`src/rtl/irda_pkg.sv`:
```
// rtl/irda_pkg.sv - shared types, constants and helpers for the IrDA SIR transmitter
package irda_pkg;

  typedef enum logic [2:0] {
    IDLE,
    START,
    DATA,
    PARITY,
    STOP
  } irda_state_e;

  localparam int TICKS_PER_BIT = 16;

  // Even parity over up to 9 data bits; callers zero-extend narrower words.
  function automatic logic even_parity(input logic [8:0] d);
    return ^d;
  endfunction

endpackage

```
`src/rtl/irda_baud_gen.sv`:
```
// rtl/irda_baud_gen.sv - clock divider and 16x sub-bit tick counter for the IrDA transmitter
module irda_baud_gen
  import irda_pkg::*;
#(
  parameter int CLK_DIV = 27
) (
  input  logic       clk,
  input  logic       rst,
  input  logic       ena,
  input  logic       clear,
  output logic [3:0] tick_idx,
  output logic       tick_end,
  output logic       bit_end
);

  localparam int DIV_W = (CLK_DIV > 1) ? $clog2(CLK_DIV) : 1;
  localparam logic [DIV_W-1:0] DIV_MAX = DIV_W'(CLK_DIV - 1);

  logic [DIV_W-1:0] div_q, div_d;
  logic [3:0]       tick_q, tick_d;

  assign tick_idx = tick_q;
  assign tick_end = (div_q == DIV_MAX);
  assign bit_end  = tick_end && (tick_q == 4'(TICKS_PER_BIT - 1));

  always_comb begin
    div_d  = div_q;
    tick_d = tick_q;
    if (ena) begin
      if (clear) begin
        div_d  = '0;
        tick_d = '0;
      end else if (tick_end) begin
        div_d  = '0;
        tick_d = tick_q + 4'd1;
      end else begin
        div_d  = div_q + DIV_W'(1);
      end
    end
  end

  always_ff @(posedge clk) begin
    if (rst) begin
      div_q  <= '0;
      tick_q <= '0;
    end else begin
      div_q  <= div_d;
      tick_q <= tick_d;
    end
  end

endmodule

```
`src/rtl/irda_tx_engine.sv`:
```
// rtl/irda_tx_engine.sv - IrDA SIR transmit engine: framing FSM, shifter, parity and RZ pulse shaper
module irda_tx_engine
  import irda_pkg::*;
#(
  parameter int DATA_W      = 8,
  parameter int CLK_DIV     = 27,
  parameter int PULSE_TICKS = 3,
  parameter int PARITY_EN   = 0,
  parameter int PARITY_ODD  = 0,
  parameter int STOP_BITS   = 1
) (
  input  logic              clk,
  input  logic              rst,
  input  logic              ena,
  input  logic [DATA_W-1:0] tx_data,
  input  logic              tx_valid,
  output logic              tx_ready,
  output logic              tx_out,
  output logic              ir_out,
  output logic              busy,
  output logic              done
);

  localparam int CNT_W = $clog2(DATA_W + 4);
  localparam logic [CNT_W-1:0] LAST_DATA = CNT_W'(DATA_W);
  localparam logic [CNT_W-1:0] LAST_BIT  = CNT_W'(DATA_W + PARITY_EN + STOP_BITS);

  irda_state_e       state_q, state_d;
  logic [DATA_W-1:0] shift_q, shift_d;
  logic [CNT_W-1:0]  bit_q, bit_d;
  logic              par_q, par_d;
  logic              tx_q, tx_d;
  logic              ir_q, ir_d;

  logic [3:0] tick_idx, tick_nxt;
  logic       tick_end, bit_end, accept, frame_end;

  irda_baud_gen #(.CLK_DIV(CLK_DIV)) u_baud (
    .clk      (clk),
    .rst      (rst),
    .ena      (ena),
    .clear    (accept),
    .tick_idx (tick_idx),
    .tick_end (tick_end),
    .bit_end  (bit_end)
  );

  // The bit counter runs across the whole frame, so its value identifies the last stop bit.
  assign frame_end = (state_q == STOP) && bit_end && (bit_q == LAST_BIT);
  assign done      = ena && !rst && frame_end;
  assign tx_ready  = ena && !rst && ((state_q == IDLE) || frame_end);
  assign accept    = tx_valid && tx_ready;
  assign busy      = (state_q != IDLE);
  assign tx_out    = tx_q;
  assign ir_out    = ir_q;

  // Tick index the baud generator will hold next cycle, so ir_out can be registered in step with tx_out.
  assign tick_nxt = accept ? 4'd0 : (tick_end ? tick_idx + 4'd1 : tick_idx);

  always_comb begin
    state_d = state_q;
    shift_d = shift_q;
    bit_d   = bit_q;
    par_d   = par_q;
    if (accept) begin
      state_d = START;
      shift_d = tx_data;
      bit_d   = '0;
      par_d   = even_parity(9'(tx_data)) ^ (PARITY_ODD != 0);
    end else if (ena && bit_end) begin
      case (state_q)
        START: begin
          state_d = DATA;
          bit_d   = bit_q + CNT_W'(1);
        end
        DATA: begin
          shift_d = shift_q >> 1;
          bit_d   = bit_q + CNT_W'(1);
          if (bit_q == LAST_DATA) state_d = (PARITY_EN != 0) ? PARITY : STOP;
        end
        PARITY: begin
          state_d = STOP;
          bit_d   = bit_q + CNT_W'(1);
        end
        STOP: begin
          if (bit_q == LAST_BIT) state_d = IDLE;
          else                   bit_d   = bit_q + CNT_W'(1);
        end
        default: ;
      endcase
    end
  end

  always_comb begin
    tx_d = 1'b1;
    case (state_d)
      START:   tx_d = 1'b0;
      DATA:    tx_d = shift_d[0];
      PARITY:  tx_d = par_d;
      default: tx_d = 1'b1;
    endcase
    ir_d = !tx_d && (tick_nxt < 4'(PULSE_TICKS));
  end

  always_ff @(posedge clk) begin
    if (rst) begin
      state_q <= IDLE;
      shift_q <= '0;
      bit_q   <= '0;
      par_q   <= 1'b0;
      tx_q    <= 1'b1;
      ir_q    <= 1'b0;
    end else if (ena) begin
      state_q <= state_d;
      shift_q <= shift_d;
      bit_q   <= bit_d;
      par_q   <= par_d;
      tx_q    <= tx_d;
      ir_q    <= ir_d;
    end
  end

endmodule

```
`config.mk`:
```
export PLATFORM = sky130hd
export DESIGN_NAME = irda_tx_engine
export DESIGN_NICKNAME = d
export VERILOG_FILES = /design/src/rtl/irda_pkg.sv /design/src/rtl/irda_baud_gen.sv /design/src/rtl/irda_tx_engine.sv
export SDC_FILE = /design/constraint.sdc
export NUM_CORES = 1
export LEC_CHECK = 0
export CAP_MARGIN = 20
export CORE_UTILIZATION = 33
export CTS_CLUSTER_SIZE = 24
export DETAILED_ROUTE_END_ITERATION = 6
export PLACE_DENSITY = 0.61
export SYNTH_ARGS = -nofsm -noshare
export SYNTH_HDL_FRONTEND = slang
export SYNTH_SLANG_ARGS = --single-unit
```
`constraint.sdc`:
```
create_clock -name clk -period 4.4 [get_ports clk]
set_input_delay 0.88 -clock clk [delete_from_list [all_inputs] [get_ports clk]]
set_output_delay 0.88 -clock clk [all_outputs]
set_load 0.005 [all_outputs]
```
# == Yosys cells after proc, flatten, opt, wreduce, memory -nomap -nowiden ==
# Cells that the tools add are included.
# W data, S select, Z words.
# totals
rom_bits,0
out_inout_bits,5
reg_bits,27
in_bits,12
wordCells,64
latch_bits,0
memories,0
ramBits,0
# classes
reduce_logical,21
n_shift,0
magnitude_cmp,1
n_eq_ne,12
add_sub_neg,3
n_mux,18
n_div,0
mul,0
n_bitwise,0
# ops
operator,n
$mux W8,3
$mux W4,5
$eq A3 B2 Y1 const B,4
$eq A4 B4 Y1 const B,3
$mux W3,4
$pmux W3 S4,1
$mux W5,2
$logic_and A1 B1 Y1,9
$reduce_xor A9 Y1,1
$add A4 B1 Y4 const B,2
$pmux W4 S2,1
$eq A3 B1 Y1 const B,2
$reduce_bool A3 Y1,2
$add A5 B1 Y5 const B,1
$eq A5 B5 Y1 const B,1
$lt A4 B2 Y1 const B,1
$reduce_and A4 Y1,1
$reduce_bool A2 Y1,2
$eq A3 B3 Y1 const B,1
$logic_not A3 Y1,1
$ne A3 B3 Y1 const B,1
$pmux W1 S3,1
$reduce_and A3 Y1,1
$reduce_or A3 Y1,1
other kinds (3),4

# == Depth between registers and ports, before layout ==
# Gate-level depths: netlist of the first run.
# depth
word_depth,12
depth_mapped,9
depth_no_buf,8

# == Hierarchy ==
# Synthesis of the first run repeated with hierarchy kept, for this count alone.
# hier_totals
cells_unflattened,191
area_unflattened_um2,1671.6
# by_module_without_submodules
mod,cells_each,area_per_inst_um2,n_inst,seq_area_each_um2
irda_tx_engine,137,1174.9,1,360.3
irda_baud_gen,54,496.7,1,180.2

# == Worst setup path before layout of the first run ==
# OpenSTA, ideal clock, no wires.
# synth_timing
path_type,input-to-output
from,in rst
to,out done
n_path_buf,1
t_arrival_ns,1.679
setup_slack_ns,1.841
cell_stages,4
required_ns,3.520
cell_sequence,clkbuf_1 -> nand3b_1 -> nor4_1 -> and2_1
# synth_between
elab_chain_len,3
# synth_lines
element,line,source
from (decl),irda_tx_engine.sv:13,"input logic rst,"
$logic_not A1 Y1,irda_tx_engine.sv:50,assign done = ena && !rst && frame_end;
$logic_and A1 B1 Y1 (2 in a row),irda_tx_engine.sv:50,
to (decl),irda_tx_engine.sv:21,output logic done
# Every way passes these cells.

# == Worst setup path in the final report of the first run ==
# Ends and elaborated chain as after synthesis.

==> out/metrics.cfg, run 1 <==
[global_route]
grt_use_met3=0.0274
gr-usage-met1=0.180
grt_max_degree=28
grt_usage=0.135
global_route.usage.met2=0.210
overflow=0
grt_pass1_vias=1165
grt_antenna_before_repair=0
grt-busiest-layer=met2
grt_pass1_wl_um=5310

[logic_synthesis]
synthMuxAreaShare=0.0590
syn-cell-area_um2=1550
synth.distinct_cells=44
synth_fa_ha_area_frac=0.0485
ys_ff_latch=27
yosys_warnings=0
synthCells=180
async_reset_ff_frac=0
avgSynthCellArea_um2=8.61
synth_top_family_by_area=simple AND/OR/NAND/NOR gates
ys_seq_area_frac=0.349
synthSimpleGateAreaFrac=0.274
synth_nets=198
synth_edf_count=0
synthXorXnorAreaFrac=0.0679
ys.flop_type=dfxtp_1
synth-compound-area-share=0.154

[clocking]
post_cts_buffers=0
cts_buffers=3
cts_max_level=1
tritoncts=done
clk_latency_ps=270
ctsLongestPathBuffers=2
clkSlewWorstSetupHoldPaths_ps=90
ctsHoldBuffers=0
post_cts_resized=0
cts.sinks=27
cts_root_buffer=clkbuf_8

[pwr]
ir_drop_uv=156
switchingPower_uw=111
combPwrFrac=0.133
intPower_uw=350
power.density_nw_per_um2=256
leakagePower_uw=0.000644
netSwitchingFraction=0.241
p_clk_frac=0.307
seq_power_share=0.560
finalPower_uw=461

[sta]
finalSetupTns_ps=0
rsz0062_at_grt=false
setup_viol=0
worst_pin_slew_ps=706
hold_viol_final=0
slew_headroom=0.527
slew_viol_final=0
finClkSkew_ps=4.67
finalCritPeriodShare=0.776
whs_ps=480
min_period_ps=3410
timing.fmax_mhz=293

[run]
cap_violations=0

[detailed_routing]
drc=2
antenna_left=0
drt-total-wl_um=3080
vias=1285
post_drt_wl_per_cell_um=12.5
drt_iter0_drc=107
vias_per_cell=5.22
dr.pass1.iters=6

[layout]
num_antenna_cells=0
syn2layout_area_growth_pct=16.1
layout_common_cells=27 x dfxtp_1, 19 x nand2_1, 16 x clkdlybuf4s50_1
nets=213
drive_gt1_frac=0.0928
final_common_cell=dfxtp_1
nFillCells=467

[die]
core_um2=4440
die_h_um=70.5
initial_utilization=0.349
die_w_um=70.5
die_area_um2=4970
rows=24
pin_count=17

[hold_path]
hold_depth=2
min_path_type=register to register

[status]
failed_checks=DRC
status=finished, violations left

[critical_path]
required_ps=3520
path_max_fanout=4
worst-r2r-cell-count=8
worstSetupStartpointType=primary input
critPathCaptureType=output port
critPathArrivalTime_ps=2530
critical_path_class=primary input to output port

[placement]
hpwl_um=2280
port_buffers=16
gp_congestion=0.834

[sequential cells by signal (all words and copies together) (netlist names)]
register,count
bit_q,4
ir_out,1
par_q,1
shift_q,8
state_q,3
tx_out,1
u_baud.div_q,5
u_baud.tick_idx,4
[cells in the mapped netlist (all sizes together), types with 2 or more instances]
cell type,instances,share of area
and3b,2,0.011
or4,2,0.0097
dfxtp,27,0.35
clkbuf,5,0.012
or2,3,0.012
o31a,2,0.011
inv,8,0.019
or3,4,0.017
nand2,19,0.046
nand3b,4,0.019
ha,6,0.048
o211ai,2,0.0097
o41ai,2,0.011
nand3,5,0.016
xor2,3,0.017
a21oi,8,0.026
buf,4,0.016
nor4,3,0.012
o31ai,7,0.037
nand4,3,0.012
xnor2,9,0.051
nor3,8,0.033
mux2i,8,0.052
o21ai,8,0.026
nor2,13,0.032
[layout make-up]
type                    instances  area [um^2]  area share
repair buffers                 19          183       0.102
clock buffers                   4         45.0      0.0251
flip-flops and latches         27          541       0.301
multi-input cells             136          935       0.520
well taps                      52         65.1      0.0362
inverters                       8         30.0      0.0167
[per-stage QoR]
step / util / instance area, um^2 / cells / worst slack, ps
floorplan: - / 1550 / 180 / 1840
global placement: 0.394 / 1750 / 242 / 967
detailed placement: 0.394 / 1750 / 242 / 983
CTS: 0.405 / 1800 / 246 / 978
global route: 0.405 / 1800 / 246 / 887
finish: 0.405 / 1800 / 246 / 987
[final timing paths]
check	startpoint	endpoint	slack (ps)
max	rst	done	990
min	shift_q[7]$_SDFFE_PP0P_	shift_q[7]$_SDFFE_PP0P_	480
max reg2reg	u_baud.div_q[0]$_SDFFE_PP0P_	tx_out$_SDFFE_PP1P_	1910
min reg2reg	shift_q[7]$_SDFFE_PP0P_	shift_q[7]$_SDFFE_PP0P_	480
[cells by family (layout without fill, tap and decap cells)]
kind of cell / after synthesis / after routing
AND/OR/NAND/NOR: 74 / 74
AO/OA/AOI/OAI: 35 / 35
flip-flops: 27 / 27
buffers and inverters: 17 / 31
XOR/XNOR: 12 / 12
multiplexers: 9 / 9
adder cells (fa/ha/maj): 6 / 6
[layer usage]
metal | vias to the layer above | wire length [um]
met3 | 4 | 105
met1 | 588 | 1590
met4 | 0 | 51
met2 | 20 | 1340
met5 | - | 0
li1 | 673 | -
[critical path: stages]
cell and delay [ps]:
clkdlybuf4s50_1 450, nand3b_1 240, nor4_1 310, and2_1 160, clkdlybuf4s50_1 490
[power by group through the flow]
stage | registers, uW | logic, uW | clock network (uW)
floorplan | 263 | 38.2 | 0
global placement | 264 | 61.6 | 0
detailed placement | 264 | 62.0 | 0
CTS | 258 | 62.2 | 147
global route | 260 | 67.4 | 156
finish | 258 | 61.1 | 141
Power figures use the tool's default switching activity.
==> run 2: changes to the inputs <==
--- a/config.mk
+++ b/config.mk
@@ -9,7 +9,7 @@
 export CORE_UTILIZATION = 33
 export CTS_CLUSTER_SIZE = 24
 export DETAILED_ROUTE_END_ITERATION = 6
-export PLACE_DENSITY = 0.61
+export PLACE_DENSITY = 0.63
 export SYNTH_ARGS = -nofsm -noshare
 export SYNTH_HDL_FRONTEND = slang
 export SYNTH_SLANG_ARGS = --single-unit
==> constraint.sdc (replaced) <==
create_clock -name clk -period 2.83 [get_ports clk]
set_input_delay 0.566 -clock clk [delete_from_list [all_inputs] [get_ports clk]]
set_output_delay 0.566 -clock clk [all_outputs]
set_load 0.005 [all_outputs]
==> run 2 against run 1 <==
- the flow now finishes without violations
- non-clock buffer count grew 5
- total power up 57%
- via count is 2.5% higher
- combinational power grew 62%
- die area unchanged
- critical path depth increased by 1
- worst setup slack worse by 910 ps
- final cell count up 2.0%
- final area rose by 2.9%
- global-route usage decreased by 0.12 points
- worst hold slack worse by 10 ps
- clock skew fell by 1.7 ps
- critical endpoint is now tx_ready
- largest cell class unchanged
- largest power group unchanged
- highest routed layer unchanged
==> out/metrics.cfg, run 2 (synthesized netlist as in run 1, its figures left out) <==
[layout]
layout_common_cells=26 x dfxtp_1, 19 x nand2_1, 16 x clkdlybuf4s50_1
largest_register_ffs=8
biggestRegsByFlops=shift_q: 8 flops, u_baud.div_q: 5 flops
nets=218
finalNonFillerCells=251
nFillCells=457
num_antenna_cells=0
drive_gt1_frac=0.141
regMostFlops=shift_q
final_common_cell=dfxtp_1
finish.utilization=0.416
syn2layout_area_growth_pct=19.4

[placement]
dp_slack_ps=101
dp_cells=247
gp_congestion=0.811
port_buffers=16
hpwl_um=2270

[sta]
slew_headroom=0.726
timing.fmax_mhz=364
whs_ps=469
setup_viol=0
finalSetupTns_ps=0
finClkSkew_ps=2.95
slew_viol_final=0
min_period_ps=2750
rsz0062_at_grt=false
timing.final.ws_setup_ps=79.3
hold_viol_final=0
finalCritPeriodShare=0.972
worst_pin_slew_ps=410

[clocking]
cts_buffers=3
cts_root_buffer=clkbuf_8
cts.sinks=27
clkSlewWorstSetupHoldPaths_ps=100
clk_latency_ps=270
ctsLongestPathBuffers=2
cts_max_level=1
post_cts_buffers=0
tritoncts=done

[die]
core_um2=4440
pin_count=17
rows=24
die_h_um=70.5
die_area_um2=4970
initial_utilization=0.349
die_w_um=70.5

[global_route]
grt_antenna_before_repair=0
grt_max_degree=28
overflow=0
grt_pass1_vias=1161
grt_pass1_wl_um=5360
grt_usage=0.134

[critical_path]
critPathArrivalTime_ps=2180
path_max_fanout=9
critPathCaptureType=output port
required_ps=2260
critical_path_class=register to output port
worstSetupStartpointType=register

[detailed_routing]
antenna_left=0
dr.pass1.iters=4
post_drt_wl_per_cell_um=12.5
drt-total-wl_um=3130
drc=0
vias_per_cell=5.25
vias=1317
drt_iter0_drc=142

[hold_path]
min_path_type=register to register

[pwr]
power.density_nw_per_um2=391
leakagePower_uw=0.000667
ir_drop_uv=196

[status]
status=finished clean

[run]
cap_violations=0

## run 2: final cells by class
| cell class | instances | area (um^2) | share of cell area |
|---|---|---|---|
| clock inverters | 1 | 5.00 | 0.00271 |
| inverters | 8 | 30.0 | 0.0162 |
| clock buffers | 3 | 41.3 | 0.0223 |
| well taps | 52 | 65.1 | 0.0352 |
| multi-input cells | 136 | 946 | 0.512 |
| repair buffers | 24 | 220 | 0.119 |
| flip-flops and latches | 27 | 542 | 0.293 |
## run 2: what timing repair did
item | 4_1_cts | 5_1_grt
setup endpoints to repair | 0 | 2
hold buffers | 0 | 0
resized for setup | 0 | 4
## run 2: metrics by stage
stage | cell area, um^2 | total power (uW)
4_1_cts | 1840 | 729
3_3_place_gp | 1790 | 508
6_report | 1850 | 724
2_1_floorplan | 1550 | 468
3_5_place_dp | 1790 | 509
5_1_grt | 1850 | 763
## run 2: worst paths after layout
| check | start | end | slack [ps] | cells past startpoint |
|---|---|---|---|---|
| max | u_baud.div_q[0]$_SDFFE_PP0P_ | tx_ready | 80 | 6 |
| min | shift_q[7]$_SDFFE_PP0P_ | shift_q[7]$_SDFFE_PP0P_ | 470 | 2 |
| max reg2reg | u_baud.div_q[0]$_SDFFE_PP0P_ | u_baud.div_q[4]$_SDFFE_PP0P_ | 620 | 9 |
| min reg2reg | shift_q[7]$_SDFFE_PP0P_ | shift_q[7]$_SDFFE_PP0P_ | 470 | 2 |
## run 2: worst max-delay path, stage by stage (launching register included)
cell and delay (ps):
dfxtp_1 350, inv_1 70, ha_2 200, nand4b_4 190, o31a_1 390, nor2_1 180, clkdlybuf4s50_1 530
## run 2: report_power, final
part | internal, uW | switching [uW]
clock | 98.8 | 124
combinational | 53.2 | 46.0
sequential | 393 | 9.37
## run 2: layer usage
layer	part of all wire	track usage	wire [um]
met1	0.52	0.185	1630
met2	0.44	0.210	1380
met3	0.030	0.0274	93
met4	0.0093	0.0408	29
met5	0	0	0
==> run 3: changes to the inputs <==
--- a/config.mk
+++ b/config.mk
@@ -12,4 +12,5 @@
 export PLACE_DENSITY = 0.63
 export SYNTH_ARGS = -nofsm -noshare
 export SYNTH_HDL_FRONTEND = slang
+export SYNTH_HIERARCHICAL = 1
 export SYNTH_SLANG_ARGS = --single-unit
==> run 3 against run 2 <==
- sequential share of layout area decreased by 1.5 points
- maximum frequency increased by 14%
- first-iteration DRC count fell by 22%
==> out/metrics.cfg, run 3 <==
[status]
status=finished clean

[detailed_routing]
dr.pass1.iters=4
drt_iter0_drc=111
vias_per_cell=5.00
antenna_left=0
post_drt_wl_per_cell_um=12.3
drt-total-wl_um=3400
drc=0
vias=1376

[global_route]
grt_max_degree=27
grt_usage=0.139
grt_antenna_before_repair=0
grt_pass1_vias=1251
overflow=0
grt_pass1_wl_um=5800

[die]
die_h_um=73.2
pin_count=17
initial_utilization=0.349
die_area_um2=5350
die_w_um=73.2
core_um2=4790
rows=25

[clocking]
cts_root_buffer=clkbuf_8
ctsLongestPathBuffers=2
cts_buffers=3
clkSlewWorstSetupHoldPaths_ps=90
cts.sinks=27
tritoncts=done
cts_max_level=1
clk_latency_ps=280

[logic_synthesis]
synth_nets=210
yosys.area.top_type_share=0.323
ys_ff_latch=27
avgSynthCellArea_um2=8.75
async_reset_ff_frac=0
ys_top_cells_by_count=27 x dfxtp_1, 15 x nand2_1, 14 x nor2_1
synth_most_common_cell=dfxtp_1
yosysTopAreaCell=dfxtp_1
synthCells=191
ys_top_cells_by_area=dfxtp_1 32%, ha_1 5.2%, xnor2_1 4.2%
syn-cell-area_um2=1670
yosys_warnings=6
synth_edf_count=0
synth.distinct_cells=54
ys_seq_area_frac=0.323
ys.flop_type=dfxtp_1

[hold_path]
hold_depth=2
min_path_type=register to register

[pwr]
leakagePower_uw=0.000762
power.density_nw_per_um2=368
ir_drop_uv=183

[sta]
timing.final.ws_setup_ps=407
finClkSkew_ps=6.07
worst_pin_slew_ps=524
finalSetupTns_ps=0
timing.fmax_mhz=413
slew_viol_final=0
hold_viol_final=0
setup_viol=0
slew_headroom=0.650
rsz0062_at_grt=false
finalCritPeriodShare=0.856
min_period_ps=2420

[critical_path]
path_buf_inv=2
required_ps=2260
path_max_fanout=4
critPathTopFamily=simple AND/OR/NAND/NOR gates
worstSetupStartpointType=register
path_depth=7
cpPeakStageDelay_ps=360
critPathArrivalTime_ps=1860
critical_path_class=register to output port
worst-r2r-cell-count=10
slowest_stage=dfxtp_2
path_cells=inv_1 > ha_1 > and4b_1 > and4_4 > and4b_2 > o21a_1 > dlymetal6s2s_1
critPathCaptureType=output port

[placement]
dp_cells=271
port_buffers=16
gp_congestion=0.795
hpwl_um=2420
dp_slack_ps=178

[layout]
regMostFlops=shift_q
num_antenna_cells=0
layout_common_cells=26 x dfxtp_1, 15 x nand2_1, 14 x nor2_1, 14 x clkdlybuf4s50_1
drive_gt1_frac=0.144
final-seq-area_um2=542
nets=228
largest_register_ffs=8
syn2layout_area_growth_pct=16.7
finalNonFillerCells=275
final_common_cell=dfxtp_1
nFillCells=485
biggestRegsByFlops=shift_q: 8 flops, u_baud/div_q: 5 flops
multi_input_area_um2=1010

[run]
cap_violations=0

## run 3: cell count changes after synthesis, moves of 4 or more
cell	previous run	this run
a311oi_1	0	7
o31ai_1	6	0
mux2i_1	8	3
nand3_1	5	10
o21ai_0	8	3
buf_6	0	4
nand2_1	19	15
nand2b_1	1	5
nand3b_1	4	0
nand4_1	3	7
## run 3: final cells by class
cell class | count | share of cell area
clock inverter | 1 | 0.00257
timing repair buffer | 24 | 0.115
clock buffer | 3 | 0.0212
sequential | 27 | 0.278
tap | 67 | 0.0430
multi-input combinational | 142 | 0.519
inverter | 11 | 0.0212
## run 3: what timing repair did
item | in CTS | in global routing
hold buffers | 0 | 0
setup buffers | 0 | 0
hold endpoints to repair | 0 | 0
endpoints found under the setup margin | 0 | 2
resized for setup | 0 | 5
## run 3: kinds of logic after synthesis
logic type / after synthesis / synth area share
XOR/XNOR: 13 / 0.0681
AND/OR/NAND/NOR: 82 / 0.296
AO/OA/AOI/OAI: 37 / 0.169
multiplexers: 3 / 0.0180
adder cells (fa/ha/maj): 7 / 0.0524
buffers and inverters: 22 / 0.0726
flip-flops: 27 / 0.323
## run 3: path summary, 6_finish.rpt
check | startpoint | end | slack, ps
max | u_baud/div_q[0]$_SDFFE_PP0P_ | tx_ready | 410
min | par_q$_SDFFE_PP0P_ | par_q$_SDFFE_PP0P_ | 460
max reg2reg | u_baud/div_q[0]$_SDFFE_PP0P_ | u_baud/div_q[2]$_SDFFE_PP0P_ | 570
min reg2reg | par_q$_SDFFE_PP0P_ | par_q$_SDFFE_PP0P_ | 460
## run 3: layer usage
metal	vias up	GRT usage	part of all wire
met2	21	0.218	0.44
li1	718	-	-
met4	0	0.0305	0.0082
met3	4	0.0290	0.032
met1	633	0.196	0.52
met5	-	0	0
## run 3: stage by stage
step / power (uW) / util / hold slack (ps) / cell area [um^2]
floorplan: 471 / - / 428 / 1670
global placement: 507 / 0.396 / 452 / 1900
detailed placement: 507 / 0.396 / 455 / 1900
CTS: 726 / 0.406 / 468 / 1940
global route: 753 / 0.408 / 481 / 1950
finish: 717 / 0.408 / 465 / 1950
## run 3: worst register-to-register path, stage by stage (launching register included)
cell	delay (ps)
dfxtp_2	360
inv_1	60
ha_1	180
and4b_1	190
and4_4	190
and4b_2	240
o211ai_2	190
inv_2	130
nor2b_1	330
nand4bb_1	170
a21oi_1	160
## run 3: power breakdown
group | internal [uW] | switching [uW]
clock network | 98.8 | 122
registers | 391 | 9.64
logic | 50.8 | 45.8
total | 540 | 177
==> RTL edit (flow settings as in run 2) <==
Set the parameter `DATA_W` to 4 (it was 8).
--- a/src/rtl/irda_tx_engine.sv
+++ b/src/rtl/irda_tx_engine.sv
@@ -2,7 +2,7 @@
 module irda_tx_engine
   import irda_pkg::*;
 #(
-  parameter int DATA_W      = 8,
+  parameter int DATA_W      = 4,
   parameter int CLK_DIV     = 27,
   parameter int PULSE_TICKS = 3,
   parameter int PARITY_EN   = 0,
Interface: changed (resized tx_data); port bits go from 17 to 13. No check against the original RTL was run, so the function may have changed too.
==> RTL edit against run 2 <==
The run now ends with design-rule violations left. Worst setup slack improved by 0.021 ns. Synthesized cell count is 13% lower. Count of clock-buffer cells in the layout unchanged. Final area is 18% lower. Sequential cell count decreased by 5. Synthesized area is 18% lower. Clock skew is 0.0013 ns lower. Final cell count decreased by 14%. Total power fell by 18%. Routed wire length decreased by 8.8%. Core utilization shrank 0.22 points.
==> RTL edit: results (changes against run 2) <==
stage,metric,value,unit,change
outcome,outcome,"finished, violations left",,
outcome,violations,design-rule violations,,
worst_setup_path,slowest_stage,clkdlybuf4s50_1,,
worst_setup_path,r2r-end,ir_out,,
place,place_inst,214,,-13%
place,dp_hpwl,2034,um,-10%
synthesis,seq_area_frac_synth,34.85,%,-0.044 points
synthesis,ys_warn_count,0,,unchanged
synthesis,async_reset_ff_share,0,%,unchanged
power_and_ir_drop,leakage,0.5846,nW,-12%
clock_tree,cts_htree_levels,1,,unchanged
worst_setup_path,crit_type,flip-flop to primary output,,
final_layout,antenna_cells,0,,unchanged
detailed_routing,drc,1,,+1
worst_hold_path,worst_hold_path.num_cells,2,,unchanged
detailed_routing,via_per_inst,5.295,,+0.91%
clock_tree,clk-insertion-delay-late,0.26,ns,
worst_setup_path,reg2reg_depth,8,,-1
final_layout,regMostFlops,u_baud.div_q,,
worst_hold_path,hold_path_class,flip-flop to flip-flop,,
worst_setup_path,crit_fanout,9,,unchanged
global_route,grt_pass1_vias,1130,,-2.7%
place,portBuffers,12,,-4
synthesis,netlist_instances,156,,-13%
detailed_routing,wirelength,2855,um,-8.8%
worst_setup_path,cpPeakStageDelay,0.52,ns,
worst_setup_path,r2r_setup_slack,0.43,ns,-0.19 ns
global_route,grt_pass1_wl,4843,um,-9.7%
final_layout,largest_reg_flops,5,,-3
synthesis,ys_types,42,,-4.5%
global_route,antenna_found_initial,0,,unchanged
clock_tree,clk_pin_slew_worst_paths,0.08,ns,-0.02 ns
power_and_ir_drop,ir_drop,0.0001940,V,-1.1%
worst_hold_path,worst_hold_path.endpoint,par_q,,
worst_hold_path,min_from,par_q,,
clock_tree,clockRootBuffer,clkbuf_8,,
final_layout,finalNonFillerCells,217,,-14%
synthesis,synthTopCellsByArea,"dfxtp_1 35%, nor2_1 6.2%, ha_1 5.9%",,
synthesis,synthFlopType,dfxtp_1,,
synthesis,syn_nets,170,,-14%
global_route,grtUsageTotal,14.95,%,+1.5 points
timing,tightest_slew,0.3941,ns,-0.01614 ns
detailed_routing,dr.first_iter.drc_count,78,,-45%
synthesis,ys_top_cells_by_count,"22 x dfxtp_1, 21 x nor2_1, 11 x a21oi_1, 11 x nand2_1",,
detailed_routing,first_pass_iters,6,,+2
final_layout,drive_gt1_share,11.24,%,-2.8 points
clock_tree,cts_max_path_buffers,2,,unchanged
place,place.gp.congestion,0.8421,,+3.8%
timing,skew,0.001700,ns,-0.001252 ns
final_layout,nets,185,,-15%
clock_tree,cts_buffers,3,,unchanged
worst_setup_path,crit_family,buffers and inverters,,
global_route,grt_max_degree,21,,-25%
worst_setup_path,critPathArrivalTime,2.16,ns,-0.02 ns
worst_setup_path,r2r-start,u_baud.div_q[0],,
[RTL edit: cell count changes after synthesis, moves of 5 or more]
cell | before | now
mux2i_1 | 8 | 3
nand2_1 | 19 | 11
nor2_1 | 13 | 21
xnor2_1 | 9 | 4
dfxtp_1 | 27 | 22
o31ai_1 | 6 | 0
[RTL edit: worst min-delay path, cell delays in order (launching register included)]
cell	delay [ns]
dfxtp_1	0.32
nor2_1	0.10
a211oi_1	0.05
[RTL edit: cells by family (layout without fill, tap and decap cells)]
group / after synthesis / count (layout) / synth area share [%]
flops: 22 / 22 / 34.85
mux: 3 / 3 / 2.376
fa+ha+maj: 6 / 6 / 5.940
xor+xnor: 6 / 6 / 4.158
compound gates: 36 / 36 / 18.42
buf+inv: 16 / 29 / 5.940
simple gates: 67 / 67 / 28.32
[RTL edit: worst max path at each step]
stage	cells after the start	endpoint	slack [ns]
6_report	6	tx_ready	0.1
2_1_floorplan	9	ir_out	0.54
3_3_place_gp	5	done	-0.07
4_1_cts	5	done	0.07
5_1_grt	6	tx_ready	-0.02
3_5_place_dp	5	done	-0.05
[RTL edit: where the power goes]
part           leakage [nW]  internal [mW]  switching, mW
clock network        0.0216         0.0952          0.101
registers             0.179          0.317        0.00693
logic                 0.384         0.0367         0.0346
total                 0.585          0.449          0.143
[RTL edit: per-stage QoR]
stage / cell area [um2] / total power, mW / worst slack (ns) / hold slack (ns)
finish: 1515 / 0.5915 / 0.09998 / 0.5243
global route: 1515 / 0.6179 / -0.01843 / 0.5551
CTS: 1495 / 0.5945 / 0.07394 / 0.5311
detailed placement: 1448 / 0.3999 / -0.04875 / 0.5179
global placement: 1448 / 0.3980 / -0.07072 / 0.4933
floorplan: 1264 / 0.3681 / 0.5388 / 0.4784
[RTL edit: layout make-up]
type                            count  area, um2
Sequential cell                    22      441.7
Multi-Input combinational cell    118      773.2
Clock buffer                        3      41.29
Tap cell                           48      60.06
Inverter                            7      26.28
Timing Repair Buffer               19      172.7
Fill cell                         362       2146
[RTL edit: what timing repair did]
item	in CTS	in global routing
buffers inserted	0	0
endpoints found under the setup margin	2	2
resized for setup	1	4
gates cloned	0	0
[RTL edit: per-layer routing]
| metal | share of wire (%) | global-route usage, % | up-vias |
|---|---|---|---|
| met5 | 0 | 0 | - |
| met4 | 1.7 | 6.818 | 0 |
| met3 | 1.9 | 1.607 | 5 |
| met2 | 47 | 25.66 | 19 |
| met1 | 49 | 18.61 | 535 |
| li1 | - | - | 590 |
